<file path="config.mk">
export PLATFORM = sky130hd
export DESIGN_NAME = shift_arbiter
export DESIGN_NICKNAME = d
export VERILOG_FILES = /design/src/rtl/shift_arbiter_pkg.sv /design/src/rtl/shift_arbiter_alu.sv /design/src/rtl/shift_arbiter.sv
export SDC_FILE = /design/constraint.sdc
export NUM_CORES = 1
export LEC_CHECK = 0
export ABC_CLOCK_PERIOD_IN_PS = 2240
export CAP_MARGIN = 10
export CORE_UTILIZATION = 40
export CTS_CLUSTER_SIZE = 30
export DETAILED_ROUTE_END_ITERATION = 8
export SLEW_MARGIN = 20
export SYNTH_ARGS = -nofsm -noshare
export SYNTH_HDL_FRONTEND = slang
export SYNTH_SLANG_ARGS = --single-unit
</file>
<file path="constraint.sdc">
create_clock -name clk -period 2.24 [get_ports clk]
set_input_delay 0.336 -clock clk [delete_from_list [all_inputs] [get_ports clk]]
set_output_delay 0.336 -clock clk [all_outputs]
set_load 0.02 [all_outputs]
</file>
<file path="src/rtl/shift_arbiter_pkg.sv">
// Shared types and widths for the two-port shift arbiter.
package shift_arbiter_pkg;

  localparam int DATA_W  = 16;
  localparam int SHAMT_W = 4;

  typedef enum logic [1:0] {
    OP_LSL = 2'b00,
    OP_LSR = 2'b01,
    OP_ROL = 2'b10,
    OP_ROR = 2'b11
  } op_e;

  typedef enum logic [1:0] {
    IDLE = 2'b00,
    EXEC = 2'b01,
    RESP = 2'b10
  } state_e;

endpackage

</file>
<file path="src/rtl/shift_arbiter_alu.sv">
// Combinational 16-bit shifter/rotator shared by both request ports.
module alu
  import shift_arbiter_pkg::*;
(
  input  logic [DATA_W-1:0]  a_i,
  input  logic [SHAMT_W-1:0] shamt_i,
  input  op_e                op_i,
  output logic [DATA_W-1:0]  y_o
);

  logic [2*DATA_W-1:0] rol_w;
  logic [2*DATA_W-1:0] ror_w;

  // Rotates shift a doubled copy so wrapped bits land in the kept half.
  always_comb begin
    rol_w = {a_i, a_i} << shamt_i;
    ror_w = {a_i, a_i} >> shamt_i;
    case (op_i)
      OP_LSL:  y_o = a_i << shamt_i;
      OP_LSR:  y_o = a_i >> shamt_i;
      OP_ROL:  y_o = rol_w[2*DATA_W-1:DATA_W];
      OP_ROR:  y_o = ror_w[DATA_W-1:0];
      default: y_o = a_i;
    endcase
  end

endmodule

</file>
<file path="src/rtl/shift_arbiter.sv">
// Two-port arbiter in front of one shared shift ALU; one transaction in flight.
// Define SHIFT_ARB_RR_EN for round-robin tie-breaking; otherwise port 0 wins ties.
//
// Handshake: a request transfers on a rising edge where req_valid_i[k] and
// req_ready_o[k] are both high; a response transfers on an edge where
// rsp_valid_o[k] and rsp_ready_i[k] are both high. Valid never drops before
// its transfer, and payloads hold stable while valid is high.
module shift_arbiter
  import shift_arbiter_pkg::*;
#(
  parameter int LAT = 1
) (
  input  logic                  clk,
  input  logic                  rst_n,
  input  logic [1:0]            req_valid_i,
  output logic [1:0]            req_ready_o,
  input  logic [2*DATA_W-1:0]   req_data_i,
  input  logic [2*SHAMT_W-1:0]  req_shamt_i,
  input  logic [3:0]            req_op_i,
  output logic [1:0]            rsp_valid_o,
  input  logic [1:0]            rsp_ready_i,
  output logic [DATA_W-1:0]     rsp_data_o,
  output logic                  busy_o,
  output logic                  grant_id_o,
  output state_e                dbg_state_o
);

  localparam logic CNT_LAST = (LAT == 2);

  state_e              state_q;
  logic                grant_q;
  logic [DATA_W-1:0]   data_q;
  logic [SHAMT_W-1:0]  shamt_q;
  op_e                 op_q;
  logic                cnt_q;
  logic [1:0]          rsp_valid_q;
  logic [DATA_W-1:0]   rsp_data_q;

  logic                win;
  logic                accept;
  logic [DATA_W-1:0]   sel_data;
  logic [SHAMT_W-1:0]  sel_shamt;
  op_e                 sel_op;
  logic [DATA_W-1:0]   alu_y;

`ifdef SHIFT_ARB_RR_EN
  logic last_q;

  always_comb begin
    if (&req_valid_i) win = ~last_q;
    else              win = ~req_valid_i[0];
  end

  always_ff @(posedge clk or negedge rst_n) begin
    if (!rst_n)      last_q <= 1'b1;
    else if (accept) last_q <= win;
  end
`else
  assign win = ~req_valid_i[0];
`endif

  // rst_n gates ready so nothing looks acceptable while reset is held.
  assign req_ready_o = (state_q == IDLE && rst_n) ?
                       (req_valid_i & (win ? 2'b10 : 2'b01)) : 2'b00;
  assign accept      = |req_ready_o;

  assign sel_data  = win ? req_data_i[2*DATA_W-1:DATA_W]   : req_data_i[DATA_W-1:0];
  assign sel_shamt = win ? req_shamt_i[2*SHAMT_W-1:SHAMT_W] : req_shamt_i[SHAMT_W-1:0];
  assign sel_op    = op_e'(win ? req_op_i[3:2] : req_op_i[1:0]);

  alu u_alu (
    .a_i     (data_q),
    .shamt_i (shamt_q),
    .op_i    (op_q),
    .y_o     (alu_y)
  );

  always_ff @(posedge clk or negedge rst_n) begin
    if (!rst_n) begin
      state_q     <= IDLE;
      grant_q     <= 1'b0;
      data_q      <= '0;
      shamt_q     <= '0;
      op_q        <= OP_LSL;
      cnt_q       <= 1'b0;
      rsp_valid_q <= 2'b00;
      rsp_data_q  <= '0;
    end else begin
      case (state_q)
        IDLE: begin
          if (accept) begin
            state_q <= EXEC;
            grant_q <= win;
            data_q  <= sel_data;
            shamt_q <= sel_shamt;
            op_q    <= sel_op;
            cnt_q   <= 1'b0;
          end
        end
        EXEC: begin
          if (cnt_q == CNT_LAST) begin
            state_q     <= RESP;
            rsp_data_q  <= alu_y;
            rsp_valid_q <= grant_q ? 2'b10 : 2'b01;
          end else begin
            cnt_q <= cnt_q + 1'b1;
          end
        end
        RESP: begin
          if (rsp_ready_i[grant_q]) begin
            state_q     <= IDLE;
            rsp_valid_q <= 2'b00;
          end
        end
        default: state_q <= IDLE;
      endcase
    end
  end

  assign rsp_valid_o = rsp_valid_q;
  assign rsp_data_o  = rsp_data_q;
  assign busy_o      = (state_q != IDLE);
  assign grant_id_o  = grant_q;
  assign dbg_state_o = state_q;

endmodule

</file>
* Word level (Yosys, flattened, before mapping)
Index checks and enable logic that the tools add are counted.
Operators by class: equal/unequal tests 8, bitwise logic cells 3, mux-type cells 18, reduce and logical (&&, ||, !) cells 12, shifts and indexed selects 4, magnitude comparators 1, add/subtract/negate cells 1
Operator list (number):
- $pmux W16 S4 | 1
- $shl A32 B4 Y32 | 1
- $shr A32 B4 Y16 | 1
- $mux W16 | 1
- $mux W2 | 8
- $shl A16 B4 Y16 | 1
- $shr A16 B4 Y16 | 1
- $eq A2 B2 Y1 const B | 3
- $ne A2 B2 Y1 const B | 3
- $pmux W2 S3 | 1
- $reduce_and A2 Y1 | 3
- $reduce_and A3 Y1 | 2
- $reduce_bool A2 Y1 | 3
- $eq A2 B1 Y1 const B | 2
- $logic_not A2 Y1 | 2
- $mux W1 | 4
- $mux W4 | 1
- $pmux W2 S2 | 1
- $and A2 B2 Y2 | 1
- $lt A1 B2 Y1 const B | 1
- $not A1 Y1 | 2
- $pmux W1 S2 | 1
- $reduce_or A2 Y1 | 1
- $add A1 B1 Y1 const B | 1
- $logic_and A1 B1 Y1 | 1
Storage, ports and cells: input port bits 50, output and inout bits 24, logic and storage cells 55, register bits after elaboration 44

* Depth between registers and ports, before layout
Gate-level depths: netlist (run 1).
word-level depth 6, gate-level depth with buffers 8, depth with buffers taken out 5

* Hierarchy
Synthesis (run 1) repeated with hierarchy kept, for this count alone.
Unflattened totals: cell total of the unflattened synthesis 408, area, all modules 4415.5 µm²
By module, submodules not included:
- alu | sequential area each 0.0 µm², cells an instance 277, area an instance 2353.5 µm², times used 1
- shift_arbiter | sequential area each 1076.0 µm², cells an instance 131, area an instance 2062.0 µm², times used 1

* Worst setup path before layout (run 1)
OpenSTA, ideal clock, no wires.
kind register -> register, start reg shamt_q[1], end reg rsp_data_q[9] (netlist: rsp_data_o[9]), setup time 120 ps, arrival time 1752 ps, stages on the path, launching flop included 7, data required time 2120 ps, path slack 368 ps, period minus slack after synthesis 1872 ps, path buffers 1, cells stage by stage dfrtp_1 > buf_6 > mux4_2 > mux2_2 > a221o_1 > o22ai_1 > nor2_1
Between the ends: word-level cells in the longest chain between the ends 2, elaborated cells between the ends (all ways) 5, those cells by class shift: 4; mux: 1
Ends and longest elaborated chain:
- start, declared | RTL line shift_arbiter.sv:33 | logic [SHAMT_W-1:0] shamt_q;
- start signal, assigned | RTL line shift_arbiter.sv:95 | shamt_q <= sel_shamt;
- $shr A32 B4 Y16 (tied with other cells) | RTL line shift_arbiter_alu.sv:17 | ror_w = {a_i, a_i} >> shamt_i;
- $pmux W16 S4 (*) | RTL line shift_arbiter_alu.sv:18 | case (op_i)
- end signal, assigned | RTL line shift_arbiter.sv:103 | rsp_data_q <= alu_y;
- end, declared | RTL line shift_arbiter.sv:37 | logic [DATA_W-1:0] rsp_data_q;
Mark *: on every way between the ends. The rest lies on a longest branch, timed or not. A chain may end at the register's enable or synchronous reset.

* Worst setup path in the final report (run 1)
start reg state_q[0] (netlist: dbg_state_o[0]), end out req_ready_o[0]
Between the ends: word-level cells in the longest chain between the ends 3
Ends and longest elaborated chain:
- start, declared | RTL line shift_arbiter.sv:30 | state_e state_q;
- start signal, assigned | RTL line shift_arbiter.sv:80 | state_q <= IDLE;
- start signal, assigned | RTL line shift_arbiter.sv:92 | state_q <= EXEC;
- start signal, assigned | RTL line shift_arbiter.sv:102 | state_q <= RESP;
- $logic_not A2 Y1 | RTL line shift_arbiter.sv:63 | assign req_ready_o = (state_q == IDLE && rst_n) ?
- $logic_and A1 B1 Y1 | RTL line shift_arbiter.sv:63
- $mux W2 | RTL line shift_arbiter.sv:63
- end, declared | RTL line shift_arbiter.sv:16 | output logic [1:0] req_ready_o,
Every way passes these cells.

==> results of run 1 <==
-- area by class of cell --
cell class / instances / area share
clock inverter: 3 / 0.00409
sequential: 43 / 0.220
multi-input combinational: 333 / 0.517
clock buffer: 5 / 0.0141
timing repair buffer: 100 / 0.203
inverter: 11 / 0.00844
tap: 129 / 0.0330
-- flip-flops by register name (all words and copies together), names as in the netlist --
register	flops
rsp_valid_o	2
rsp_data_o	16
shamt_q	4
data_q	16
dbg_state_o	2
op_q	2
grant_id_o	1
-- power groups by stage --
| stage | logic [W] | clock network (W) | registers (W) |
|---|---|---|---|
| floorplan | 0.00383 | 0 | 0.00169 |
| global placement | 0.00559 | 0 | 0.00179 |
| detailed placement | 0.00559 | 0 | 0.00181 |
| CTS | 0.00562 | 0.000535 | 0.00179 |
| global route | 0.00616 | 0.000550 | 0.00186 |
| finish | 0.00570 | 0.000518 | 0.00181 |
-- stage by stage --
stage	instances	utilization	hold slack [ps]
after floorplan	425	-	40.4
after global placement	616	0.517	469
after detailed placement	616	0.517	481
after CTS	624	0.526	270
after global routing	624	0.527	311
final	624	0.527	248
-- cell families after synthesis --
| family | share of synthesized area |
|---|---|
| buffers and inverters | 0.0634 |
| muxes | 0.292 |
| AOI/OAI and AO/OA | 0.220 |
| and+or+nand+nor | 0.145 |
| DFF | 0.280 |
-- path summary, 6_finish.rpt --
| kind | endpoint | from |
|---|---|---|
| hold / removal | rsp_valid_o[1] | rst_n |
| hold reg to reg | rsp_data_o[14] | rsp_data_o[14] |
| setup / recovery | req_ready_o[0] | dbg_state_o[0] |
| setup reg to reg | rsp_data_o[5] | shamt_q[1] |
| min in group clk | grant_id_o | rst_n |
| max in group asynchronous | shamt_q[1] | rst_n |
-- synthesized netlist by cell type (all sizes together), types with 3 or more instances --
cell type | number | area [sq um]
a31oi | 6 | 37.5
mux4 | 18 | 405
o32a | 3 | 30.0
a22oi | 4 | 30.0
nor3 | 7 | 35.0
o211ai | 5 | 37.5
o221ai | 4 | 35.0
o221a | 3 | 33.8
mux2i | 55 | 551
o22ai | 4 | 25.0
mux2 | 15 | 169
a21oi | 12 | 60.1
nand4 | 3 | 18.8
nand3 | 8 | 40.0
inv | 10 | 37.5
a211oi | 6 | 45.0
buf | 20 | 135
nand2 | 50 | 188
clkbuf | 18 | 67.6
nor2b | 4 | 25.0
and2 | 5 | 31.3
nand2b | 7 | 43.8
a221o | 3 | 30.0
nor2 | 38 | 143
dfrtp | 43 | 1080
a211o | 3 | 26.3
o21ai | 35 | 175
-- worst max-delay path, stage by stage (launching register included) --
cell and delay (ps):
sky130_fd_sc_hd__dfrtp_1 490, sky130_fd_sc_hd__nor2_2 180, sky130_fd_sc_hd__and3_1 190, sky130_fd_sc_hd__clkdlybuf4s50_1 600
-- per-layer routing --
layer / vias to the layer above / global-route usage
met1: 1775 / 0.345
met3: 19 / 0.0432
met4: 0 / 0.0635
li1: 1755 / -
met2: 173 / 0.392
met5: - / 0
==> summary by stage, run 1 <==
Status
The run finished with clean final reports.

Routing
The number of remaining DRC errors is 0. The length of the first detailed-routing pass in iterations is 5. Signal routing reaches up to met4. The post-detailed-routing wire length is 11.9 mm. The antenna violation net count after detailed routing is 0. Dividing the detail-routed via count by the number of cells gives 5.96. The total via count in the routed design is 3722. The detailed router finished its first iteration with 433 violations. After detailed routing, the average wire length per cell comes to 19.0 um. Detailed routing placed a total of 872 um of wire on met3. The wire length on met2 is 5.46 mm.

In the final routing, the length of wire on met1 measures 5.34 mm.

STA
At the pin with the least slew margin, the transition time is 561 ps. The final number of hold-violating endpoints came to 0. The clock period could shrink to 2100 ps. Setup violations remaining at the end of the flow were counted as 0.

The relative slew slack is 0.626. On the final layout, the worst clock skew is 10.0 ps. The number of pins with negative max-slew slack in the final report is 0. In the finished design, the share of the clock period the worst path needs comes to 0.938. Static timing analysis puts the maximum clock frequency at 476 MHz. Setup slack on the critical path of the routed design comes to 139 ps.

Setup repair after global routing left no endpoint under its margin. The total negative slack for setup checks is 0 ps.

GRT
The first global-routing pass estimated 19.0 mm of wire. The pin count of the biggest net entering global routing is 46. The via count of the first global-routing pass is 3458. Across every metal layer, demand over resource in global routing totals 0.245.

After global routing the overflow that remains totals 0. The initial antenna violation count is 0.

Floorplanning
The initial utilization of the core area, before any placement, comes to 0.414. The die covers 0.0100 sq mm. Pin placement for this block handled 74 I/O pins. After floorplanning, the core was sized to cover 0.00928 sq mm.

The standard-cell row count is 35. The floorplan step set the die width to 100 um. Measured along the y axis, the die boundary spans 100 um.

Worst setup path
The type of the setup path with the least slack is flip-flop to output port. The startpoint class of the critical path is a flip-flop. The worst-case reg-to-reg path depth is 6. The biggest fanout along the worst timing path is 9. The kind of capture point of the worst setup path is an output port.

The arrival time of the worst setup path is 1770 ps. STA puts the critical path data required time at 1900 ps. Setup slack on the worst reg-to-reg path comes out at 160 ps.

Layout
The number of antenna cells inserted is 0. The share of post-route cells with drive strength above 1 is 0.137. The number of nets in the layout is 544. The area growth from synthesis to layout is 27.2%. The most common cell after layout, fill and taps aside is sky130_fd_sc_hd__clkdlybuf4s50_1. Summing all flip-flop and latch instances after layout gives 0.00108 sq mm. Fill cells in the final layout number 894. The multi-input combinational cells in the finished layout cover a total of 0.00253 sq mm. The library cells used most frequently in the layout, excluding fill and tap cells, are sky130_fd_sc_hd__clkdlybuf4s50_1 (71), sky130_fd_sc_hd__mux2i_1 (55), sky130_fd_sc_hd__nand2_1 (50). Once layout is done, the placed cells without fillers occupy 0.00489 sq mm.

Power and ir drop
Summed over all cells, the static leakage comes to 2.00 nW. The cell-internal power is 0.00401 W. The part of the power in combinational logic is 0.710. The share of total power dissipated in the clock network is 0.064.

The switching power of the nets is 0.00402 W. The fraction of power consumed by sequential logic is 0.226. The switching share of power is 0.500.

The power density relative to cell area is 1640 mW/mm^2. VDD sags by at most 705 uV. The final total power is 0.00803 W.

Place
The placed wire-length estimate is 9.06 mm. The number of port buffers is 73. The weighted congestion reported at the end of routability-driven placement is 0.939. The minimum setup slack after placement is 177 ps.

The placed cell area is 0.00480 sq mm.

CTS
The number of buffers inserted by post-CTS setup repair is 0. The TritonCTS clock tree is built. The number of clock buffers inserted by TritonCTS is 5. The maximum buffer depth of the clock tree is 2. The tree built by TritonCTS fans out to 43 sinks.

In this run the number of H-tree levels came out at 2. After clock tree synthesis, the clock-pin slew on the worst setup and hold paths is 90 ps. Clock latency on the worst-skew pair, taken at its later pin, is 310 ps. The number of gates resized after CTS was 0. The buffer type at the clock tree root is sky130_fd_sc_hd__clkbuf_8.

The total of hold buffers inserted after clock tree synthesis is 0.

Logic synthesis
The async set-reset flop share out of synthesis is 1.00. Counting every instance in the synthesized netlist gives 425. The number of unique standard cell types used by synthesis is 58. Synthesis inferred 43 register bits.

The sequential share of the synthesized area is 0.280. Counting every net in the synthesized netlist gives 475. After synthesis, the mean cell area works out to 9.05 sq um. The cell area after technology mapping is 0.00385 sq mm.

For this run, the number of Yosys warnings is 0. The main flop type after synthesis is sky130_fd_sc_hd__dfrtp_1. Yosys mapped a number of flops with a built-in enable equal to 0.

Run
Max-cap violations in this run came to 0.

Hold path
The min-delay analysis places its worst path in the category primary input to async pin.
Note: power is estimated with default switching activity, not from simulation.
==> run 2: changes to the inputs <==
--- a/config.mk
+++ b/config.mk
@@ -8,8 +8,10 @@
 export ABC_CLOCK_PERIOD_IN_PS = 2240
 export CAP_MARGIN = 10
 export CORE_UTILIZATION = 40
+export CTS_BUF_LIST = sky130_fd_sc_hd__clkbuf_4 sky130_fd_sc_hd__clkbuf_8 sky130_fd_sc_hd__clkbuf_16
 export CTS_CLUSTER_SIZE = 30
 export DETAILED_ROUTE_END_ITERATION = 8
+export DONT_BUFFER_PORTS = 1
 export SLEW_MARGIN = 20
 export SYNTH_ARGS = -nofsm -noshare
 export SYNTH_HDL_FRONTEND = slang
==> run 2 against run 1 <==
Effect of this change: sequential power increased by 12%; core utilization decreased by 6.9 points; final cell count decreased by 10%; clock power increased by 25%; largest power group unchanged; highest routed layer unchanged.
==> summary by stage, run 2 (synthesis results as in run 1) <==
Status
The flow ran to the end, and the final reports show no timing, DRC or antenna violations.

STA
The clock arrives with 10.1 ps of skew. The portion of the clock cycle consumed by the worst path in the final layout is 0.955. The time the worst path needs with I/O delays and setup is 2140 ps. The total of endpoints with negative setup slack in the final report is 0. Setup repair after global routing left no endpoint under its margin.

For the pin with the worst max-slew slack, the measured transition is 631 ps. The relative slew slack is 0.579. The total negative slack for setup checks is 0 ps. The number of pins with negative max-slew slack in the final report is 0.

The final number of hold-violating endpoints is 0. The final hold slack is 205 ps. The highest attainable clock frequency is 468 MHz.

Layout
The layout has 915 filler cells. The share of post-route cells with drive strength above 1 is 0.185. The layout overhead on the synthesized area is 10.5%. The library cells used most frequently in the layout, excluding fill and tap cells, are sky130_fd_sc_hd__mux2i_1 (52), sky130_fd_sc_hd__nand2_1 (50), sky130_fd_sc_hd__dfrtp_1 (41). After the last flow step, the layout net total stands at 481. The most common cell after layout, fill and taps aside is sky130_fd_sc_hd__mux2i_1. The repair_antennas step left the layout with diodes totalling 0.

Place
The weighted congestion reported at the end of routability-driven placement is 0.981. The wire-length estimate of the detail-placed layout is 8.78 mm. Input and output buffers added on the ports amount to 0.

GRT
Across every metal layer, demand over resource in global routing totals 0.246. The initial antenna violation count is 0. The global-route wire length before repair is 19.0 mm.

The via count of the first global-routing pass is 3441. Global routing finished with a remaining overflow of 0. Entering global routing, the biggest net connects 46 pins.

Floorplanning
The standard-cell row count is 35. The die outline height is 100 um. The overall die area is 0.0100 sq mm. The top-level port count is 74. For this configuration, the core starts out at a cell density of 0.414. The floorplan step set the die width to 100 um. The core region is 0.00928 sq mm.

CTS
The clock insertion delay at the later pin of the skew report is 310 ps. The clock net in this run drives a total of 43 sinks. After clock tree synthesis, the clock-pin slew on the worst setup and hold paths is 100 ps. The number of clock buffers inserted by TritonCTS is 5. The buffer type at the clock tree root is sky130_fd_sc_hd__clkbuf_8. TritonCTS built the clock tree. The maximum buffer depth of the clock tree is 2. In this run the number of H-tree levels came out at 2. The number of setup buffers added after CTS is 0.

Power and ir drop
The leakage power summed over all cells is 1.75 nW. Dividing total power by cell area gives a power density of 1850 mW/mm^2. The worst IR drop on VDD is 821 uV.

Run
The number of max-cap violations is 0.

Routing
The length of the first detailed-routing pass in iterations is 5. The total via count in the routed design is 3514. After detailed routing, the average wire length per cell comes to 21.3 um. In the routed layout, each cell is associated on average with a via count of 6.26. After detailed routing, the total wire length is 12.0 mm.

For this run, design rule violations remaining after detail routing come to 0. The antenna violation net count after detailed routing is 0. The first-iteration detailed-routing DRC count is 376.

Worst setup path
The biggest fanout along the worst timing path is 31. The arrival time of the worst setup path is 2350 ps. The required time at the worst-slack endpoint is 2450 ps.

The critical path in this run is classified as flip-flop to flip-flop. The startpoint class of the critical path is a flip-flop. The worst setup path is captured at a flip-flop.

Hold path
The class of the tightest hold or removal check is primary input to flip-flop.
run 2: what timing repair did:
action | 4_1_cts | 5_1_grt
hold endpoints to repair | 43 | 0
gates resized for setup | 0 | 6
endpoints found under the setup margin | 0 | 8
hold buffers | 2 | 0
run 2: layout make-up:
| type | count | area (sq um) | share of cell area |
|---|---|---|---|
| clock buffers | 5 | 68.8 | 0.0162 |
| clock inverters | 3 | 43.8 | 0.0103 |
| inverters | 11 | 41.3 | 0.00971 |
| multi-input cells | 333 | 2540 | 0.599 |
| flip-flops and latches | 43 | 1080 | 0.254 |
| well taps | 129 | 161 | 0.0380 |
| repair buffers | 37 | 313 | 0.0736 |
run 2: worst paths after layout:
| kind | start | end | slack, ps | depth (start not counted) |
|---|---|---|---|---|
| setup / recovery | shamt_q[1] | rsp_data_o[11] | 100 | 6 |
| hold reg to reg | data_q[15] | data_q[15] | 560 | 2 |
| hold / removal | rst_n | grant_id_o | 210 | 2 |
| setup reg to reg | shamt_q[1] | rsp_data_o[11] | 100 | 6 |
| min in group asynchronous | rst_n | data_q[3] | 510 | 2 |
| max in group asynchronous | rst_n | rsp_data_o[10] | 1490 | 2 |
run 2: metal layers:
metal	global-route usage	routed length (um)	vias up
li1	-	-	1620
met2	0.384	5530	205
met4	0.0713	201	0
met5	0	0	-
met1	0.347	5200	1664
met3	0.0481	1030	25
run 2: critical path, stage by stage, from the launching register on:
cell and delay (ps):
sky130_fd_sc_hd__dfrtp_2 390, sky130_fd_sc_hd__buf_12 210, sky130_fd_sc_hd__mux2_2 410, sky130_fd_sc_hd__mux2i_1 220
sky130_fd_sc_hd__mux2i_1 150, sky130_fd_sc_hd__a311o_1 370, sky130_fd_sc_hd__o32a_1 280
run 2: stage by stage:
step | power [W] | setup slack, ps | instance area, sq um | instances | util
final | 0.00787 | 101 | 4250 | 561 | 0.458
after global routing | 0.00841 | 8.80 | 4250 | 561 | 0.458
after CTS | 0.00769 | 91.1 | 4230 | 561 | 0.456
after detailed placement | 0.00701 | 108 | 4080 | 551 | 0.440
after global placement | 0.00700 | 89.6 | 4080 | 551 | 0.440
after floorplan | 0.00552 | 368 | 3850 | 425 | -
run 2: power by group:
part | internal, W | switching, W
combinational | 0.00233 | 0.00288
clock | 0.000333 | 0.000317
sequential | 0.00115 | 0.000865
